[src/rtl/level_controller.sv]
// Game-progress sequencer: counts hits and lives and owns the speed-mux level select.
// Level changes are applied only on a rising edge of the fed-back slow clock `tick`.
module level_controller #(
  parameter int P_LEVEL          = 2,
  parameter int ROUNDS_PER_LEVEL = 4,
  parameter int LIVES            = 3,
  parameter int CNT_W            = 3
) (
  input  logic               clock,
  input  logic               reset,
  input  logic               start,
  input  logic               hit,
  input  logic               miss,
  input  logic               tick,
  output logic [P_LEVEL-1:0] level,
  output logic [CNT_W-1:0]   round_cnt,
  output logic [CNT_W-1:0]   lives_left,
  output logic               playing,
  output logic               won,
  output logic               game_over
);

  localparam logic [2:0] S_IDLE   = 3'd0;
  localparam logic [2:0] S_PLAY   = 3'd1;
  localparam logic [2:0] S_CHANGE = 3'd2;
  localparam logic [2:0] S_WON    = 3'd3;
  localparam logic [2:0] S_OVER   = 3'd4;

  localparam logic [CNT_W-1:0]   LAST_ROUND = CNT_W'(ROUNDS_PER_LEVEL - 1);
  localparam logic [CNT_W-1:0]   LIVES_INIT = CNT_W'(LIVES);
  localparam logic [P_LEVEL-1:0] TOP_LEVEL  = '1;

  logic [2:0] state;
  logic       tick_q;
  logic       tick_rise;

  assign tick_rise = tick & ~tick_q;

  always_ff @(posedge clock or posedge reset) begin
    if (reset) begin
      state      <= S_IDLE;
      level      <= '0;
      round_cnt  <= '0;
      lives_left <= LIVES_INIT;
      tick_q     <= 1'b0;
    end else begin
      tick_q <= tick;
      case (state)
        S_IDLE, S_WON, S_OVER: begin
          if (start) begin
            state      <= S_PLAY;
            level      <= '0;
            round_cnt  <= '0;
            lives_left <= LIVES_INIT;
          end
        end
        S_PLAY: begin
          // miss outranks hit when both arrive together
          if (miss) begin
            if (lives_left == CNT_W'(1)) begin
              state      <= S_OVER;
              lives_left <= '0;
            end else begin
              lives_left <= lives_left - CNT_W'(1);
            end
          end else if (hit) begin
            if (round_cnt == LAST_ROUND) begin
              round_cnt <= '0;
              state     <= (level == TOP_LEVEL) ? S_WON : S_CHANGE;
            end else begin
              round_cnt <= round_cnt + CNT_W'(1);
            end
          end
        end
        S_CHANGE: begin
          if (tick_rise) begin
            level <= level + P_LEVEL'(1);
            state <= S_PLAY;
          end
        end
        default: state <= S_IDLE;
      endcase
    end
  end

  assign playing   = (state == S_PLAY) || (state == S_CHANGE);
  assign won       = (state == S_WON);
  assign game_over = (state == S_OVER);

endmodule

[config.mk]
export PLATFORM = sky130hd
export DESIGN_NAME = level_controller
export DESIGN_NICKNAME = d
export VERILOG_FILES = /design/src/rtl/level_controller.sv
export SDC_FILE = /design/constraint.sdc
export NUM_CORES = 1
export LEC_CHECK = 0
export ABC_CLOCK_PERIOD_IN_PS = 2100
export CAP_MARGIN = 20
export CORE_MARGIN = 2
export CORE_UTILIZATION = 42
export CTS_CLUSTER_DIAMETER = 50
export CTS_CLUSTER_SIZE = 24
export DETAILED_ROUTE_END_ITERATION = 10
export PLACE_DENSITY = 0.69
export SYNTH_ARGS = -nofsm -noshare
export SYNTH_HDL_FRONTEND = slang
export SYNTH_SLANG_ARGS = --single-unit
[constraint.sdc]
create_clock -name clock -period 2.1 [get_ports clock]
set_input_delay 0.63 -clock clock [delete_from_list [all_inputs] [get_ports clock]]
set_output_delay 0.63 -clock clock [all_outputs]
set_load 0.005 [all_outputs]
### Word level (Yosys, flattened, before mapping)

Index checks and enable logic that the tools add are counted.

| cells by class | value |
|---|---|
| $add $sub $neg | 3 |
| bitwise gates (word level) | 2 |
| equal/unequal tests | 15 |
| reduce and logical (&&, ||, !) cells | 9 |
| mux-type cells | 20 |

Operators with widths:

| operator | count |
|---|---|
| $mux 3 | 13 |
| $pmux 3 s2 | 2 |
| $ne 2x2->1 const B | 5 |
| $eq 3x2->1 const B | 3 |
| $ne 3x3->1 const B | 3 |
| $pmux 3 s3 | 1 |
| $eq 3x1->1 const B | 2 |
| $reduce_and 3->1 | 2 |
| $reduce_and 5->1 | 1 |
| $mux 2 | 2 |
| $pmux 2 s2 | 1 |
| $reduce_and 4->1 | 1 |
| $reduce_bool 2->1 | 2 |
| $add 3x1->3 const B | 1 |
| $eq 3x3->1 const B | 1 |
| $logic_not 3->1 | 1 |
| $reduce_or 3->1 | 1 |
| $sub 3x1->3 const B | 1 |
| $add 2x1->2 const B | 1 |
| $eq 2x2->1 const B | 1 |
| $and 1x1->1 | 1 |
| $logic_or 1x1->1 | 1 |
| $mux 1 | 1 |
| $not 1->1 | 1 |

| word-level totals | value |
|---|---|
| output and inout bits | 11 |
| register bits after elaboration | 12 |
| logic and storage cells | 54 |
| input bits | 6 |

### Logic depth before layout (Yosys ltp)

| depth | value |
|---|---|
| word-level depth | 6 |
| mapped depth | 6 |
| mapped depth without buffers | 6 |

### Worst setup path before layout

Ideal clock, no wire load.

| timing | value |
|---|---|
| kind | input to register |
| start point | input port tick |
| end point | register level[0] |
| setup time | 0.125 ns |
| data arrival time | 1.531 ns |
| cell stages on the path | 4 |
| setup slack | 0.444 ns |
| data required time | 1.975 ns |
| path buffers | 0 |
| path through | or3b_4 nor3b_4 nor2_1 mux2_4 |

| on the way | value |
|---|---|
| cells in the longest elaborated chain, start to end | 3 |

RTL lines:

| what | line | text |
|---|---|---|
| from (decl) | 14 | `input logic tick,` |
| $and 1x1->1 | 37 | `assign tick_rise = tick & ~tick_q;` |
| $ne 2x2->1 (no line) | n/a |  |
| $reduce_and 3->1 (no line) | n/a |  |
| to (signal assigned) | 77 | `level <= level + P_LEVEL'(1);` |
| to (decl) | 15 | `output logic [P_LEVEL-1:0] level,` |

No other way between the ends.
A chain may end at the register's enable or synchronous reset.

### Worst setup path in the final report

| timing | value |
|---|---|
| start point | register lives_left[0] |
| end point | output port lives_left[0] |

RTL lines:

| what | line | text |
|---|---|---|
| from (decl) | 17 | `output logic [CNT_W-1:0] lives_left,` |
| from (signal assigned) | 64 | `lives_left <= lives_left - CNT_W'(1);` |

No word-level cell between the ends.

==> results.ini <==
[outcome]
status = finished clean

[placed_design]
dpl-instance-area_um2 = 970.9
place.detailed.hpwl_um = 1265
place_congestion = 0.7657
dpl_worst_slack_ps = -92.77
port_buffers = 16

[synth]
synth_top_area_frac = 0.3361
syn-cell-area_um2 = 744.5
synth_top_family_by_area = simple AND/OR/NAND/NOR gates
synth_top_cell_by_area = dfrtp_1
yosysWarnings = 0
synth_cells = 68
synth-simple-area-share = 0.2319
synth_nets = 78
yosysSeqAreaShare = 0.4067
synth-xor-area-share = 0.01176
synthMuxAreaShare = 0.07395
synth_area_leaders = dfrtp_1 (34%), dfstp_2 (7.1%), ha_1 (6.7%)
synth_fa_ha_area_frac = 0.06723
synth_cell_types = 35
synth_compound_area_frac = 0.1580
ys_seq_elements = 12
avgSynthCellArea_um2 = 10.95

[drt]
topRoutingLayerUsed = met4
vias = 620
viasPerCell = 5.439
ant_nets = 0
met3_length_um = 57
drc = 0
wl_met2_um = 873
first_pass_iters = 4
post_drt_wl_per_cell_um = 15.32
met1Wirelength_um = 796
wl_um = 1747
drt_iter0_markers = 12

[worst_setup_path]
crit_start = lives_left[0]
endpoint_kind = primary output
crit_chain = clkdlybuf4s50_1
critPathBufInv = 1
cp_max_fo = 5
cp_top_family = flip-flops
critPathLaunchType = register
crit_required_ps = 1470
crit_slowest_cell = dfstp_2
cpPeakStageDelay_ps = 570
r2r-start = state[0]
crit_type = register to primary output
crit_arrival_ps = 1350

[hold_path]
hp-start = lives_left[1]
min_path_type = register to register

[power]
p_leak_nw = 0.4993
power.share.switching = 0.3558
vdd_drop_max_mv = 0.5972
power.share.sequential = 0.305
p_int_mw = 0.7543
p_switching_mw = 0.4165
comb_power_share = 0.523
powerDensity_nw_per_um2 = 1136
p_clk_frac = 0.172

[clock_network]
htreeDepth = 1
ctsHoldBuffers = 0
clockBufferDepth = 2
numCtsBuffers = 3
cts_tree = built
cts_root_buf = clkbuf_4
path_clk_slew_ps = 90
cts_sinks = 12
insertion_delay_ps = 300

[global_routing]
grt_max_degree = 13
grt_pass1_vias = 600
grt_pass1_wl_um = 2829
antenna_found_initial = 0
grt_util_all_layers = 0.1917
overflow = 0

[timing]
fin_crit_ps = 1985
setup_slack_ps = 115.4
setup_viol = 0
maxSlewViolCount = 0
fin_tns_setup_ps = 0
max-slew-margin-rel = 0.6631
worst_slew_pin_slew_ps = 504.8
min_period_over_period = 0.9451
fmax_ghz = 0.5039
final_hold_viol_count = 0
fin_worst_skew_ps = 11.41
whs_ps = 519.1
rsz0062_at_grt = false

[die]
io_pins = 17
rows = 15
initial_core_util = 0.4407
fp.coreArea_um2 = 1689
die-height_um = 46.10
die_x_um = 46.10
dieArea_um2 = 2125

[layout]
num_antenna_cells = 0
area_growth_pct = 38.49
mostFrequentLayoutCells = clkdlybuf4s50_1 (13), dfrtp_1 (10), buf_4 (10), nor2_1 (6), nor2b_1 (5)
finalNetCount = 108
drive_above_1_share = 0.3093
final_common_cell = clkdlybuf4s50_1
fin_area_um2 = 1031

[job]
maxCapViolations = 0

[flip-flops by register name, indices dropped and copies added, names as in the netlist]
signal and flops:
level 2, lives_left 3, round_cnt 3, state 3, tick_q 1
[area by class of cell]
type                            instances  area (um^2)
Timing Repair Buffer                   27        239.0
Clock buffer                            4        36.28
Fill cell                             155        658.1
Inverter                                4        15.01
Sequential cell                        12        302.8
Tap cell                               17        21.27
Multi-Input combinational cell         50        416.7
[metrics by stage]
stage          total power, mW  utilization  std cells
2_1_floorplan           0.7129            -         68
3_5_place_dp            0.9388       0.5748        108
6_report                 1.171       0.6104        114
3_3_place_gp            0.9190       0.5748        108
5_1_grt                  1.261       0.6104        114
4_1_cts                  1.166       0.6081        114
[cells in the mapped netlist, drive strengths merged]
master,n
a21boi,1
a21oi,1
a22o,2
a31o,2
a31oi,1
a32o,1
and2,1
buf,2
dfrtp,10
dfstp,2
ha,4
inv,4
mux2,3
mux2i,1
nand2,2
nand2b,1
nand3,1
nor2,6
nor2b,6
nor3,1
nor3b,4
nor4b,1
o211ai,1
o21a,1
o21ai,2
o21bai,1
o311ai,1
o31ai,1
or2b,1
or3,1
or3b,1
xnor2,1
[metal layers]
layer,GRT usage,vias to the layer above
met2,0.3083,13
met1,0.2482,304
met3,0.05882,3
li1,-,300
met5,0,-
met4,0.05143,0
[what timing repair did]
item                       4_1_cts  5_1_grt
buffers inserted                 2        0
resized for setup                5        3
setup endpoints to repair        3        1
pin swaps                        1        0
[worst paths after layout]
check                      depth (start not counted)  slack (ps)            end
max reg2reg                                        6         340       level[0]
min in group asynchronous                          2         650       state[0]
min reg2reg                                        2         520  lives_left[1]
max                                                1         120  lives_left[0]
min                                                2         520  lives_left[1]
max in group asynchronous                          2        1080  lives_left[0]
[power groups by stage]
stage	Clock [mW]	Combinational [mW]	Sequential (mW)
after floorplan	0	0.359	0.354
after global placement	0	0.558	0.361
after detailed placement	0	0.575	0.364
after CTS	0.206	0.604	0.355
after global routing	0.219	0.674	0.368
final	0.202	0.613	0.357
[kinds of logic (layout without fill, tap and decap cells)]
family,after synthesis,after routing
XOR/XNOR,1,1
buffers and inverters,6,35
flip-flops,12,12
adder cells (fa/ha/maj),4,4
AND/OR/NAND/NOR,26,26
AO/OA/AOI/OAI,15,15
multiplexers,4,4
Note: power is estimated with default switching activity, not from simulation.
